<file path="config.mk">
export PLATFORM = sky130hd
export DESIGN_NAME = vu_meter_multi_flat
export DESIGN_NICKNAME = d
export VERILOG_FILES = /design/src/rtl/vu_meter_pkg.sv /design/src/rtl/vu_meter_multi_if.sv /design/src/rtl/vu_channel.sv /design/src/rtl/vu_meter_multi.sv /design/src/flat_wrapper.sv
export SDC_FILE = /design/constraint.sdc
export NUM_CORES = 1
export LEC_CHECK = 0
export ABC_AREA = 1
export BUFFER_PORTS_ARGS = -buffer_cell sky130_fd_sc_hd__buf_4
export CORE_MARGIN = 5
export CORE_UTILIZATION = 57
export CTS_CLUSTER_SIZE = 40
export DETAILED_ROUTE_END_ITERATION = 16
export PLACE_DENSITY_LB_ADDON = 0.08
export REMOVE_ABC_BUFFERS = 1
export SLEW_MARGIN = 30
export SYNTH_ARGS = -nofsm -noshare
export SYNTH_HDL_FRONTEND = slang
export SYNTH_SLANG_ARGS = --single-unit
</file>
<file path="constraint.sdc">
create_clock -name clk_i -period 6.35 [get_ports clk_i]
set_clock_uncertainty 0.1 [all_clocks]
set_input_delay 1.27 -clock clk_i [delete_from_list [all_inputs] [get_ports clk_i]]
set_output_delay 1.27 -clock clk_i [all_outputs]
set_load 0.05 [all_outputs]
</file>
<file path="src/rtl/vu_meter_pkg.sv">
// Shared types and helpers for the multi-channel VU meter.
package vu_meter_pkg;

  localparam int unsigned LEVEL_W = 32;

  typedef enum logic {
    VU_BAR = 1'b0,
    VU_DOT = 1'b1
  } vu_mode_e;

  // Threshold k = base << (k*step_shift); once a shift would push a bit out the
  // result sticks at all-ones, which no level can strictly exceed.
  function automatic logic [LEVEL_W-1:0] vu_threshold(input logic [LEVEL_W-1:0] base,
                                                      input int unsigned step_shift,
                                                      input int unsigned k);
    logic [LEVEL_W-1:0] t;
    int unsigned        n;
    t = base;
    n = step_shift * k;
    for (int unsigned i = 0; i < LEVEL_W; i++) begin
      if (i < n) begin
        if (t[LEVEL_W-1]) t = '1;
        else              t = t << 1;
      end
    end
    return t;
  endfunction

endpackage

</file>
<file path="src/rtl/vu_meter_multi_if.sv">
// Sample-in / LED-out bundle between the I2S side and the VU meter.
interface vu_meter_multi_if #(
  parameter int SAMPLE_W = 24,
  parameter int NUM_CH   = 2,
  parameter int NUM_LEDS = 8
);
  logic                         sample_stb_i;
  logic [NUM_CH*SAMPLE_W-1:0]   samples_i;
  logic                         mode_i;
  logic                         peak_en_i;
  logic [NUM_CH*NUM_LEDS-1:0]   leds_o;
  logic                         tick_o;
  logic [NUM_CH-1:0]            clip_o;

  modport master (
    output sample_stb_i, samples_i, mode_i, peak_en_i,
    input  leds_o, tick_o, clip_o
  );

  modport slave (
    input  sample_stb_i, samples_i, mode_i, peak_en_i,
    output leds_o, tick_o, clip_o
  );
endinterface

</file>
<file path="src/rtl/vu_channel.sv">
// One VU channel: magnitude, attack/decay envelope, bar count, peak hold and
// LED encoding, all refreshed on the display tick.
module vu_channel
  import vu_meter_pkg::*;
#(
  parameter int SAMPLE_W      = 24,
  parameter int NUM_LEDS      = 8,
  parameter int DECAY_SHIFT   = 11,
  parameter int SCALE_SHIFT   = 8,
  parameter int TH_BASE       = 1000,
  parameter int TH_STEP_SHIFT = 1,
  parameter int HOLD_TICKS    = 20
) (
  input  logic                clk_i,
  input  logic                rst_i,
  input  logic                sample_stb_i,
  input  logic [SAMPLE_W-1:0] sample_i,
  input  logic                tick_i,
  input  logic                mode_i,
  input  logic                peak_en_i,
  output logic [NUM_LEDS-1:0] leds_o,
  output logic                clip_o
);

  localparam int CNT_W  = $clog2(NUM_LEDS + 1);
  localparam int HOLD_W = (HOLD_TICKS > 0) ? $clog2(HOLD_TICKS + 1) : 1;
  localparam logic [SAMPLE_W-1:0] S_MIN = {1'b1, {(SAMPLE_W-1){1'b0}}};

  logic [SAMPLE_W-1:0] mag;
  logic                sat;
  logic [LEVEL_W-1:0]  scaled;
  logic [LEVEL_W-1:0]  level;
  logic [CNT_W-1:0]    cnt;
  logic [CNT_W-1:0]    peak, peak_nxt;
  logic [HOLD_W-1:0]   hold, hold_nxt;
  logic [NUM_LEDS-1:0] leds_nxt;

  // The most-negative code has no positive twin, so it clamps to full scale.
  always_comb begin
    sat = (sample_i == S_MIN);
    if (sat)                      mag = ~S_MIN;
    else if (sample_i[SAMPLE_W-1]) mag = ~sample_i + SAMPLE_W'(1);
    else                          mag = sample_i;
    scaled = LEVEL_W'(mag >> SCALE_SHIFT);
  end

  always_comb begin
    cnt = '0;
    for (int unsigned k = 0; k < NUM_LEDS; k++) begin
      if (level > vu_threshold(LEVEL_W'(TH_BASE), TH_STEP_SHIFT, k)) cnt = cnt + CNT_W'(1);
    end
  end

  always_comb begin
    peak_nxt = peak;
    hold_nxt = hold;
    if (cnt >= peak) begin
      peak_nxt = cnt;
      hold_nxt = HOLD_W'(HOLD_TICKS);
    end else if (hold != '0) begin
      hold_nxt = hold - HOLD_W'(1);
    end else begin
      peak_nxt = peak - CNT_W'(1);
    end
  end

  always_comb begin
    leds_nxt = '0;
    for (int unsigned k = 0; k < NUM_LEDS; k++) begin
      if (vu_mode_e'(mode_i) == VU_BAR) leds_nxt[k] = (CNT_W'(k) < cnt);
      else                              leds_nxt[k] = (CNT_W'(k + 1) == cnt);
      if (peak_en_i && (CNT_W'(k + 1) == peak_nxt)) leds_nxt[k] = 1'b1;
    end
  end

  always_ff @(posedge clk_i) begin
    if (rst_i) begin
      level  <= '0;
      peak   <= '0;
      hold   <= '0;
      leds_o <= '0;
      clip_o <= 1'b0;
    end else begin
      if (sample_stb_i) begin
        if (scaled > level) level <= scaled;
        else                level <= level - (level >> DECAY_SHIFT);
      end
      if (tick_i) begin
        peak   <= peak_nxt;
        hold   <= hold_nxt;
        leds_o <= leds_nxt;
      end
      if (sample_stb_i && sat) clip_o <= 1'b1;
      else if (tick_i)         clip_o <= 1'b0;
    end
  end

endmodule

</file>
<file path="src/rtl/vu_meter_multi.sv">
// NUM_CH-channel VU meter: shared display-tick divider plus one vu_channel per
// channel, packed onto the LED bank.
module vu_meter_multi #(
  parameter int SAMPLE_W      = 24,
  parameter int NUM_CH        = 2,
  parameter int NUM_LEDS      = 8,
  parameter int DECAY_SHIFT   = 11,
  parameter int SCALE_SHIFT   = 8,
  parameter int TH_BASE       = 1000,
  parameter int TH_STEP_SHIFT = 1,
  parameter int HOLD_TICKS    = 20,
  parameter int LED_DIV       = 540000
) (
  input  logic           clk_i,
  input  logic           rst_i,
  vu_meter_multi_if.slave bus
);

  localparam int DIV_W = (LED_DIV > 1) ? $clog2(LED_DIV) : 1;

  logic [DIV_W-1:0]           div_q;
  logic                       tick_pulse;
  logic                       tick_q;
  logic [NUM_CH*NUM_LEDS-1:0] leds;
  logic [NUM_CH-1:0]          clip;

  // Channels commit on the same edge that raises tick_o, so leds_o and
  // tick_o change together.
  assign tick_pulse = (div_q == DIV_W'(LED_DIV - 1));

  always_ff @(posedge clk_i) begin
    if (rst_i) begin
      div_q  <= '0;
      tick_q <= 1'b0;
    end else begin
      tick_q <= tick_pulse;
      div_q  <= tick_pulse ? '0 : div_q + DIV_W'(1);
    end
  end

  for (genvar c = 0; c < NUM_CH; c++) begin : g_ch
    vu_channel #(
      .SAMPLE_W     (SAMPLE_W),
      .NUM_LEDS     (NUM_LEDS),
      .DECAY_SHIFT  (DECAY_SHIFT),
      .SCALE_SHIFT  (SCALE_SHIFT),
      .TH_BASE      (TH_BASE),
      .TH_STEP_SHIFT(TH_STEP_SHIFT),
      .HOLD_TICKS   (HOLD_TICKS)
    ) u_ch (
      .clk_i       (clk_i),
      .rst_i       (rst_i),
      .sample_stb_i(bus.sample_stb_i),
      .sample_i    (bus.samples_i[c*SAMPLE_W +: SAMPLE_W]),
      .tick_i      (tick_pulse),
      .mode_i      (bus.mode_i),
      .peak_en_i   (bus.peak_en_i),
      .leds_o      (leds[c*NUM_LEDS +: NUM_LEDS]),
      .clip_o      (clip[c])
    );
  end

  assign bus.leds_o = leds;
  assign bus.tick_o = tick_q;
  assign bus.clip_o = clip;

endmodule

</file>
<file path="src/flat_wrapper.sv">
// flat-port wrapper written by rule: the top's interface ports become plain ports
module vu_meter_multi_flat 
#(
  parameter int SAMPLE_W      = 24,
  parameter int NUM_CH        = 2,
  parameter int NUM_LEDS      = 8,
  parameter int DECAY_SHIFT   = 11,
  parameter int SCALE_SHIFT   = 8,
  parameter int TH_BASE       = 1000,
  parameter int TH_STEP_SHIFT = 1,
  parameter int HOLD_TICKS    = 20,
  parameter int LED_DIV       = 540000
)
  (clk_i, rst_i, bus_sample_stb_i, bus_samples_i, bus_mode_i, bus_peak_en_i, bus_leds_o, bus_tick_o, bus_clip_o);
  vu_meter_multi_if #(.SAMPLE_W(SAMPLE_W), .NUM_CH(NUM_CH), .NUM_LEDS(NUM_LEDS)) bus_i ();
  input  logic clk_i;
  input  logic rst_i;
  input wire logic [$bits(bus_i.sample_stb_i)-1:0] bus_sample_stb_i;
  input wire logic [$bits(bus_i.samples_i)-1:0] bus_samples_i;
  input wire logic [$bits(bus_i.mode_i)-1:0] bus_mode_i;
  input wire logic [$bits(bus_i.peak_en_i)-1:0] bus_peak_en_i;
  output wire logic [$bits(bus_i.leds_o)-1:0] bus_leds_o;
  output wire logic [$bits(bus_i.tick_o)-1:0] bus_tick_o;
  output wire logic [$bits(bus_i.clip_o)-1:0] bus_clip_o;
  assign bus_i.sample_stb_i = bus_sample_stb_i;
  assign bus_i.samples_i = bus_samples_i;
  assign bus_i.mode_i = bus_mode_i;
  assign bus_i.peak_en_i = bus_peak_en_i;
  assign bus_leds_o = bus_i.leds_o;
  assign bus_tick_o = bus_i.tick_o;
  assign bus_clip_o = bus_i.clip_o;
  vu_meter_multi #(.SAMPLE_W(SAMPLE_W), .NUM_CH(NUM_CH), .NUM_LEDS(NUM_LEDS), .DECAY_SHIFT(DECAY_SHIFT), .SCALE_SHIFT(SCALE_SHIFT), .TH_BASE(TH_BASE), .TH_STEP_SHIFT(TH_STEP_SHIFT), .HOLD_TICKS(HOLD_TICKS), .LED_DIV(LED_DIV)) u_core (.clk_i(clk_i), .rst_i(rst_i), .bus(bus_i));
endmodule
</file>
# == Yosys cells after proc, flatten, opt, wreduce, memory -nomap -nowiden ==
# Index checks and enable logic that the tools add are counted.
# classes
add_sub_neg,23
n_lt_le_gt_ge,36
eq_ne,35
mux,65
bitwise,2
reduce_logical,27
# op_table
op,n
24-bit two-way mux,4
4-bit two-way mux,18
"3-bit by 4-bit equality test with 1-bit output, first input constant",16
16-bit by 32-bit > comparator with 1-bit output,2
"32-bit by 10-bit > comparator with 1-bit output, second input constant",2
"32-bit by 11-bit > comparator with 1-bit output, second input constant",2
"32-bit by 12-bit > comparator with 1-bit output, second input constant",2
"32-bit by 13-bit > comparator with 1-bit output, second input constant",2
"32-bit by 14-bit > comparator with 1-bit output, second input constant",2
"32-bit by 15-bit > comparator with 1-bit output, second input constant",2
"32-bit by 16-bit > comparator with 1-bit output, second input constant",2
"32-bit by 17-bit > comparator with 1-bit output, second input constant",2
32-bit two-way mux,2
32-bit by 21-bit subtractor with 32-bit output,2
"4-bit by 1-bit adder with 4-bit output, second input constant",14
"24-bit by 1-bit adder with 24-bit output, second input constant",2
"24-bit equality test, second input constant",2
24-bit inverter,2
1-bit two-way mux,37
"2-bit by 4-bit equality test with 1-bit output, first input constant",8
"3-bit by 4-bit less-than comparator with 1-bit output, first input constant",8
"20-bit by 1-bit adder with 20-bit output, second input constant",1
"20-bit equality test, second input constant",1
5-bit two-way mux,4
other kinds (12),49
# word_totals
register_bits,121
in_bits,53
wordCells,200

# == Depth between registers and ports, before layout ==
# Gate-level depths: netlist of run 1.
# depth
word_depth,21
mapped_depth,48
mapped_depth_nobuf,48

# == Cells and area by module ==
# A second synthesis of run 1 with hierarchy kept.
# unflattened
cells_unflattened,2043
hier_area_um2,12698.4
# modules_own_cells
mod,n_inst,cells_each,area_each_um2
vu_channel (u_core.g_ch[1].u_ch),1,966,5855.6
vu_channel (u_core.g_ch[0].u_ch),1,923,5698.0
vu_meter_multi,1,154,1144.8

# == Least setup slack after synthesis of run 1 ==
# Ideal clock, no wire load.
# synth_timing
path_type,reg-to-reg
from,register u_core.g_ch[0].u_ch.level[23]
to,register u_core.g_ch[0].u_ch.leds_o[2]
t_arrival_ns,6.530
t_required_ns,6.191
path_slack_ns,-0.339
stages_incl_launch_ff,45
n_path_buf,0
cell_sequence,dfxtp_1 > nor2_2 > inv_1 > nor3_1 > inv_1 > nor4_1 > a41oi_1 > ha_1 > inv_1 > nand2_2 > nand2_2 > inv_1 > ha_1 > nand2_1 > nand2_1 > ha_1 > or2_2 > nand2_1 > [9 not listed] > inv_1 > nor2_1 > a21oi_2 > inv_1 > ha_1 > inv_1 > nor2_1 > o21ai_0 > nand2_1 > a31oi_1 > inv_1 > a21boi_1 > inv_1 > nor2_1 > nand3_1 > nand3_1 > nand2_1 > nand2_1
# synth_between
elab_chain_len,21
word_cells_on_any_way,31
classes_between,add/sub: 7; order compare: 10; eq/ne: 2; mux: 11; reduce/logical: 1
# synth_lines
item,line,text
"start, declared",vu_channel.sv:32,logic [LEVEL_W-1:0] level;
"start signal, assigned",vu_channel.sv:85,if (scaled > level) level <= scaled;
"start signal, assigned",vu_channel.sv:86,else level <= level - (level >> DECAY_SHIFT);
32-bit by 10-bit > comparator with 1-bit output,vu_channel.sv:50,"if (level > vu_threshold(LEVEL_W'(TH_BASE), TH_STEP_SHIFT, k)) cnt = cnt + CNT_W'(1);"
1-bit two-way mux,vu_channel.sv:50,
4-bit by 1-bit adder with 4-bit output,vu_channel.sv:50,
4-bit two-way mux,vu_channel.sv:50,
4-bit by 1-bit adder with 4-bit output,vu_channel.sv:50,
4-bit two-way mux,vu_channel.sv:50,
4-bit by 1-bit adder with 4-bit output,vu_channel.sv:50,
4-bit two-way mux,vu_channel.sv:50,
[5 not listed],-,
4-bit two-way mux,vu_channel.sv:50,
4-bit by 1-bit adder with 4-bit output,vu_channel.sv:50,
4-bit two-way mux (*),vu_channel.sv:50,
4-bit greater-or-equal comparator,vu_channel.sv:57,if (cnt >= peak) begin
4-bit two-way mux,vu_channel.sv:57,
2-bit by 4-bit equality test with 1-bit output,vu_channel.sv:72,if (peak_en_i && (CNT_W'(k + 1) == peak_nxt)) leds_nxt[k] = 1'b1;
1-bit logical AND,vu_channel.sv:72,
1-bit two-way mux (*),vu_channel.sv:72,
"end signal, assigned",vu_channel.sv:91,leds_o <= leds_nxt;
"end, declared",vu_channel.sv:21,"output logic [NUM_LEDS-1:0] leds_o,"
# Mark *: on every way between the ends. The rest lies on a longest branch, timed or not.
# A chain may end at the register's enable or synchronous reset.

# == Worst setup path in the final report of run 1 ==
# layout_timing
from,register u_core.g_ch[0].u_ch.level[24]
to,register u_core.g_ch[0].u_ch.leds_o[6]
# layout_between
elab_chain_len,21
word_cells_on_any_way,31
classes_between,add/sub: 7; order compare: 10; eq/ne: 2; mux: 11; reduce/logical: 1
# layout_lines
item,line
32-bit by 10-bit > comparator with 1-bit output,vu_channel.sv:50
1-bit two-way mux,vu_channel.sv:50
4-bit by 1-bit adder with 4-bit output,vu_channel.sv:50
4-bit two-way mux,vu_channel.sv:50
4-bit by 1-bit adder with 4-bit output,vu_channel.sv:50
4-bit two-way mux,vu_channel.sv:50
4-bit by 1-bit adder with 4-bit output,vu_channel.sv:50
4-bit two-way mux,vu_channel.sv:50
[5 not listed],-
4-bit two-way mux,vu_channel.sv:50
4-bit by 1-bit adder with 4-bit output,vu_channel.sv:50
4-bit two-way mux (*),vu_channel.sv:50
4-bit greater-or-equal comparator,vu_channel.sv:57
4-bit two-way mux,vu_channel.sv:57
3-bit by 4-bit equality test with 1-bit output,vu_channel.sv:72
1-bit logical AND,vu_channel.sv:72
1-bit two-way mux (*),vu_channel.sv:72
# Marked as above.

==> reports/qor.txt, run 1 <==
Outcome: completed
Initial core utilization: 57.5%
Critical Path AT: 6.35 ns
Compound-gate portion of the synthesized area: 16.0%
Post-route antenna net violation count: 0
XOR/XNOR Fraction of Synth Area: 4.69%
Hold WS: 0.333 ns
Post-route cell area: 15600 um^2
Hold Path Sink: u_core.g_ch[0].u_ch.hold[0]
Commonest non-fill, non-tap cells in the layout: nand2_1 (422), buf_4 (264), inv_1 (216)
Synth cell types: 67
Cell count after synthesis: 1933
Warnings from Yosys: 0
Vias in the first global route: 13100
Worst hold-check path type: flip-flop to flip-flop
Rows: 53
Worst setup EP type: flip-flop
Worst hold start: u_core.g_ch[0].u_ch.hold[0]
Die area: 24100 um^2
Residual DRC: 0
Synthesized area: 12000 um^2
FMAX: 0.164 GHz
Crit-path max FO: 6
Yosys top cell by area: dfxtp_1
Largest net degree at the start of global routing: 35
RR Endpoint: u_core.g_ch[0].u_ch.leds_o[6]
Area Overhead vs Synth: 30.3%
Share of layout cells above drive strength 1: 27.0%
H-tree Lvls: 4
Post-synthesis mux area share: 0%
Final setup viols: 0
Most common cell after layout, fill and taps aside: nand2_1
WS Path Type: flip-flop to flip-flop
Critical Path Start Type: flip-flop
CTS Buf Count: 17
Reg2reg setup slack: 0.27 ns
WHS Path Cells: 1
Worst path most repeated cell: buf_4
Core ar.: 20900 um^2
Antenna Cells: 0
Drt pass-1 iters: 6
Worst r2r src: u_core.g_ch[0].u_ch.level[24]
Worst Path Required: 6.62 ns
Final slew viol count: 0
Tcrit/Tclk final: 95.8%
Vias post-DR: 14000
Post-synth ARST share: 0%
Root buffer cell: clkbuf_16
Worst path depth: 50
Worst-margin pin slew: 0.875 ns
Clock insertion delay at the later pin of the skew report: 0.43 ns
CTS tree: built
Routability Congestion: 0.961
Die height: 155 um
Simple-gate share of the synthesized area: 38.3%
Seq/Total Area, Yosys: 20.2%
Area contributors post-synth: dfxtp_1 (20%), nand2_1 (14%), ha_1 (11%)
Slowest-stage cell, CP: ha_1
Cell count of the worst reg-to-reg path: 50
Synthesis-stage register bit count: 121
Initial antenna violation count: 0
Buf+Inv Stages, Crit Path: 19
Combinational family with the most area after synthesis: simple AND/OR/NAND/NOR gates
Fin. Hold Viols: 0
Worst-path clk slew: 0.07 ns
First-pass GRT wire length: 60.6 mm
I/O pin count: 72
Syn Area/Cell: 6.21 um^2
CP delay by family, top: simple AND/OR/NAND/NOR gates
Worst slew margin: 41.1%
MaxCap Viol Count: 0
Area after DPL: 13900 um^2
DP Wirelength: 28.1 mm
Gr usage total: 30.0%
Post-synth EDFFs: 0
Synth Area in Adders: 10.9%
Top_reg_cell synth: dfxtp_1
Port bufs: 71
Starting DRC count in detailed routing: 1050
Gr ovfl total: 0
Per-cell routed wire length: 15.2 um
Fin nets: 2351
Delay of the slowest critical-path stage: 0.38 ns
Number of vias per cell: 5.62
DRT Wirelength: 37.9 mm
CTS Sinks: 121
Die width: 155 um
Clk buf depth: 2
Crit path time final: 6.08 ns
Synth top area share: 20.2%
==> final cells by class <==
| class | count | area, um^2 |
|---|---|---|
| inverter | 281 | 1070 |
| clock inverter | 15 | 155 |
| timing repair buffer | 271 | 2070 |
| fill | 1702 | 5250 |
| sequential | 121 | 2430 |
| multi-input combinational | 1503 | 9150 |
| clock buffer | 17 | 425 |
| tap | 275 | 344 |
==> metal layers <==
layer	wire length, um	track usage (%)	vias up
met5	0	0	-
met4	1390	12.1	0
met3	2550	4.17	129
met2	18100	50.9	558
met1	15800	38.3	6329
li1	-	-	6947
==> repair_timing <==
item                       4_1_cts  5_1_grt
resized for setup               59      137
hold buffers                     0        0
setup endpoints to repair       25       34
pin swaps                       29       87
cloned                           1        0
setup buffers                   29       17
==> cells by family (layout without fill, tap and decap cells) <==
logic type | count (synthesis) | count (layout)
buf+inv | 311 | 584
fa+ha+maj | 103 | 103
other cells | 1 | 2
compound gates | 330 | 330
simple gates | 1007 | 1008
xor+xnor | 60 | 60
flops | 121 | 121
==> how the worst max path moves through the flow <==
stage	endpoint	slack (ns)	startpoint
after detailed placement	u_core.g_ch[1].u_ch.leds_o[6]	-0.21	u_core.g_ch[1].u_ch.level[18]
after global routing	u_core.g_ch[0].u_ch.leds_o[5]	-0.13	u_core.g_ch[0].u_ch.level[24]
final	u_core.g_ch[0].u_ch.leds_o[6]	0.27	u_core.g_ch[0].u_ch.level[24]
after floorplan	u_core.g_ch[0].u_ch.leds_o[2]	-0.36	u_core.g_ch[0].u_ch.level[23]
after CTS	u_core.g_ch[1].u_ch.leds_o[6]	-0.0003	u_core.g_ch[1].u_ch.level[27]
after global placement	u_core.g_ch[1].u_ch.leds_o[6]	-0.02	u_core.g_ch[1].u_ch.level[19]
==> registers in the layout, summed over array words and instances, names as in the netlist <==
name                     cells
u_core.g_ch.u_ch.level      64
u_core.div_q                20
u_core.g_ch.u_ch.leds_o     16
u_core.g_ch.u_ch.hold       10
u_core.g_ch.u_ch.peak        8
u_core.g_ch.u_ch.clip_o      2
u_core.bus.tick_o            1
==> through the flow <==
step / util [%] / TNS (ns) / setup slack, ns / std cells
floorplan: - / -5.84 / -0.357 / 1904
global placement: 66.7 / -0.0691 / -0.0181 / 2408
detailed placement: 66.8 / -2.65 / -0.205 / 2408
CTS: 71.7 / -0.000290 / -0.000290 / 2470
global route: 74.9 / -1.38 / -0.127 / 2483
finish: 74.9 / 0 / 0.266 / 2483
==> cell usage after synthesis, drive strengths merged, types with 5 or more instances <==
library cell / count
nand2: 506
inv: 279
nor2: 227
nand3: 149
a21oi: 126
dfxtp: 121
o21ai: 107
ha: 101
xor2: 49
nor3: 38
nand4: 37
clkbuf: 17
nor4: 17
o22ai: 17
or2: 16
o211ai: 14
buf: 13
xnor2: 11
a31oi: 10
nand3b: 10
o221ai: 9
o21a: 7
o31ai: 6
a211oi: 5
Power of run 1 is left out: the tool's default activity adds up to more than one toggle a clock period on the data nets, which glitch-free logic cannot reach.
==> run 2: changes to the inputs <==
--- a/config.mk
+++ b/config.mk
@@ -5,10 +5,10 @@
 export SDC_FILE = /design/constraint.sdc
 export NUM_CORES = 1
 export LEC_CHECK = 0
-export ABC_AREA = 1
 export BUFFER_PORTS_ARGS = -buffer_cell sky130_fd_sc_hd__buf_4
 export CORE_MARGIN = 5
-export CORE_UTILIZATION = 57
+export CORE_UTILIZATION = 58
+export CTS_BUF_LIST = sky130_fd_sc_hd__clkbuf_2
 export CTS_CLUSTER_SIZE = 40
 export DETAILED_ROUTE_END_ITERATION = 16
 export PLACE_DENSITY_LB_ADDON = 0.08
==> run 2 against run 1 <==
Compared with the run above:
- the run now ends with setup timing left
- synthesized cell count down 24%
- setup slack worse by 1.1 ns
- cell area down 7.5%
- core utilization up 2.2 points
- worst hold slack better by 0.045 ns
- highest routed layer unchanged
- count of clock-buffer cells in the layout unchanged
- routed wire length down 14%
- register-to-register slack worse by 1.1 ns
==> reports/qor.txt, run 2 <==
Area contributors post-synth: dfxtp_1 (22%), ha_1 (11%), nor2_1 (5.2%)
Worst slew margin: 34.7%
Largest net degree at the start of global routing: 85
Critical Path AT: 7.79 ns
Cell count of the worst reg-to-reg path: 32
CTS Sinks: 121
DP Wirelength: 23.1 mm
I/O pin count: 72
H-tree Lvls: 4
WL met2: 16.1 mm
Routed met3 length: 1.75 mm
Share of layout cells above drive strength 1: 27.3%
Most common cell after layout, fill and taps aside: buf_4
Vias in the first global route: 11100
Final WS setup: -0.836 ns
Crit-path max FO: 4
First-pass GRT wire length: 51.7 mm
Per-cell routed wire length: 16.3 um
Routability Congestion: 0.945
WS Path Type: flip-flop to flip-flop
DRT Wirelength: 32.5 mm
Placed insts: 1922
CTS tree: built
Top_reg_cell synth: dfxtp_1
Final slew viol count: 0
Initial antenna violation count: 1
Outcome: finished, violations left
Worst-margin pin slew: 0.975 ns
Die width: 148 um
Worst setup EP type: flip-flop
Top Metal Used: met4
Final setup viols: 22
Drt pass-1 iters: 5
Synth cell types: 98
Largest register FFs: 64
Initial core utilization: 59.0%
CTS Buf Count: 17
Commonest non-fill, non-tap cells in the layout: buf_4 (292), nor2_1 (145), nand2_1 (125)
Yosys top cell by area: dfxtp_1
Root buffer cell: clkbuf_2
Worst path most repeated cell: ha_4
Post-synth top cells: nor2_1 (152), nand2_1 (135), dfxtp_1 (121)
Fin. Hold Viols: 0
Post-CTS Hold Buffers: 0
Clock insertion delay at the later pin of the skew report: 0.74 ns
Final cell count without fillers: 1992
RSZ-0062 raised after global routing: yes
Die height: 148 um
MaxCap Viol Count: 0
Syn Area/Cell: 7.54 um^2
Gr ovfl total: 0
Worst hold-check path type: flip-flop to flip-flop
Port bufs: 71
Reg with most FFs: u_core.g_ch.u_ch.level
Routed metal-1 wirelength: 13.9 mm
Starting DRC count in detailed routing: 904
Fin util: 77.1%
FMAX: 0.139 GHz
Tcrit/Tclk final: 113%
Largest registers: u_core.g_ch.u_ch.level (64), u_core.div_q (20), u_core.g_ch.u_ch.leds_o (16)
Dpl ws: -1.11 ns
Clk buf depth: 2
Most common cell in the netlist: nor2_1
Core ar.: 18800 um^2
Vias post-DR: 11800
Residual DRC: 0
Area Overhead vs Synth: 30.7%
Die area: 21900 um^2
Post-synth EDFFs: 0
Slowest-stage cell, CP: or3_4
Worst-path clk slew: 0.27 ns
Gr usage total: 27.9%
Critical Path Start Type: flip-flop
Synth top area share: 21.9%
Post-route antenna net violation count: 0
Rows: 50
Worst Path Required: 6.95 ns
Seq/Total Area, Yosys: 21.9%
Failing checks: setup timing
WHS Path Cells: 2
Crit path time final: 7.19 ns
Cell count after synthesis: 1467
Post-synth ARST share: 0%
Warnings from Yosys: 0
Fin nets: 1900
Hold WS: 0.377 ns
Fillers: 1362
Synthesis-stage register bit count: 121
Number of vias per cell: 5.91
Delay of the slowest critical-path stage: 0.42 ns
Synthesized area: 11100 um^2
[run 2: cell count changes in the layout (fill, tap and decap cells not counted), moves of 35 or more]
cell / previous run / this run
xnor2_1: 10 / 59
nor2_1: 180 / 145
o21ai_0: 96 / 51
nand2_2: 70 / 9
nand3_1: 110 / 43
nand2_1: 422 / 125
a21oi_1: 124 / 82
inv_1: 216 / 98
inv_2: 57 / 6
[run 2: final timing paths]
path,start,to,slack (ns)
setup / recovery,u_core.g_ch[0].u_ch.level[22],u_core.g_ch[0].u_ch.leds_o[7],-0.84
setup reg to reg,u_core.g_ch[0].u_ch.level[22],u_core.g_ch[0].u_ch.leds_o[7],-0.84
hold reg to reg,u_core.g_ch[1].u_ch.hold[3],u_core.g_ch[1].u_ch.hold[3],0.38
hold / removal,u_core.g_ch[1].u_ch.hold[3],u_core.g_ch[1].u_ch.hold[3],0.38
[run 2: per-stage QoR]
stage,area (um^2),setup TNS (ns)
after floorplan,10800,-118.06
after global placement,13300,-40.96
final,14500,-8.33
after global routing,14500,-15.18
after CTS,13900,-5.93
after detailed placement,13300,-49.33
[run 2: cells by family after synthesis]
| family | share of synthesized area, % |
|---|---|
| AO/OA/AOI/OAI | 21.8 |
| XOR/XNOR | 9.48 |
| adder cells (fa/ha/maj) | 11.8 |
| buffers and inverters | 5.61 |
| flip-flops | 21.9 |
| multiplexers | 2.58 |
| other | 0.0339 |
| AND/OR/NAND/NOR | 26.8 |
[run 2: layout make-up]
class                   instances  area, um^2  share of cell area (%)
multi-input cells            1187        8660                    59.9
repair buffers                312        2440                    16.9
flip-flops and latches        121        2430                    16.8
inverters                     105         397                    2.74
well taps                     234         293                    2.02
clock inverters                15         153                    1.06
clock buffers                  17        85.1                   0.588
diodes                          1        2.50                  0.0173
[run 2: what timing repair did]
action | in CTS | in global routing
gates resized for setup | 46 | 104
pin swaps | 28 | 53
buffers inserted | 24 | 22
setup endpoints to repair | 30 | 72
[run 2: critical path: cells and delay by family (launching register included)]
kind | cells | cell delay, ns
and+or+nand+nor | 10 | 2.78
AOI/OAI and AO/OA | 9 | 1.64
buffers and inverters | 4 | 0.23
adders and majority gates | 7 | 1.54
muxes | 2 | 0.45
DFF | 1 | 0.38
[run 2: metal layers]
layer	up-vias	track usage (%)
met1	5500	35.4
met2	386	49.0
met5	-	0
met4	0	8.55
li1	5825	-
met3	64	4.08
Power of run 2 is left out for the same reason.
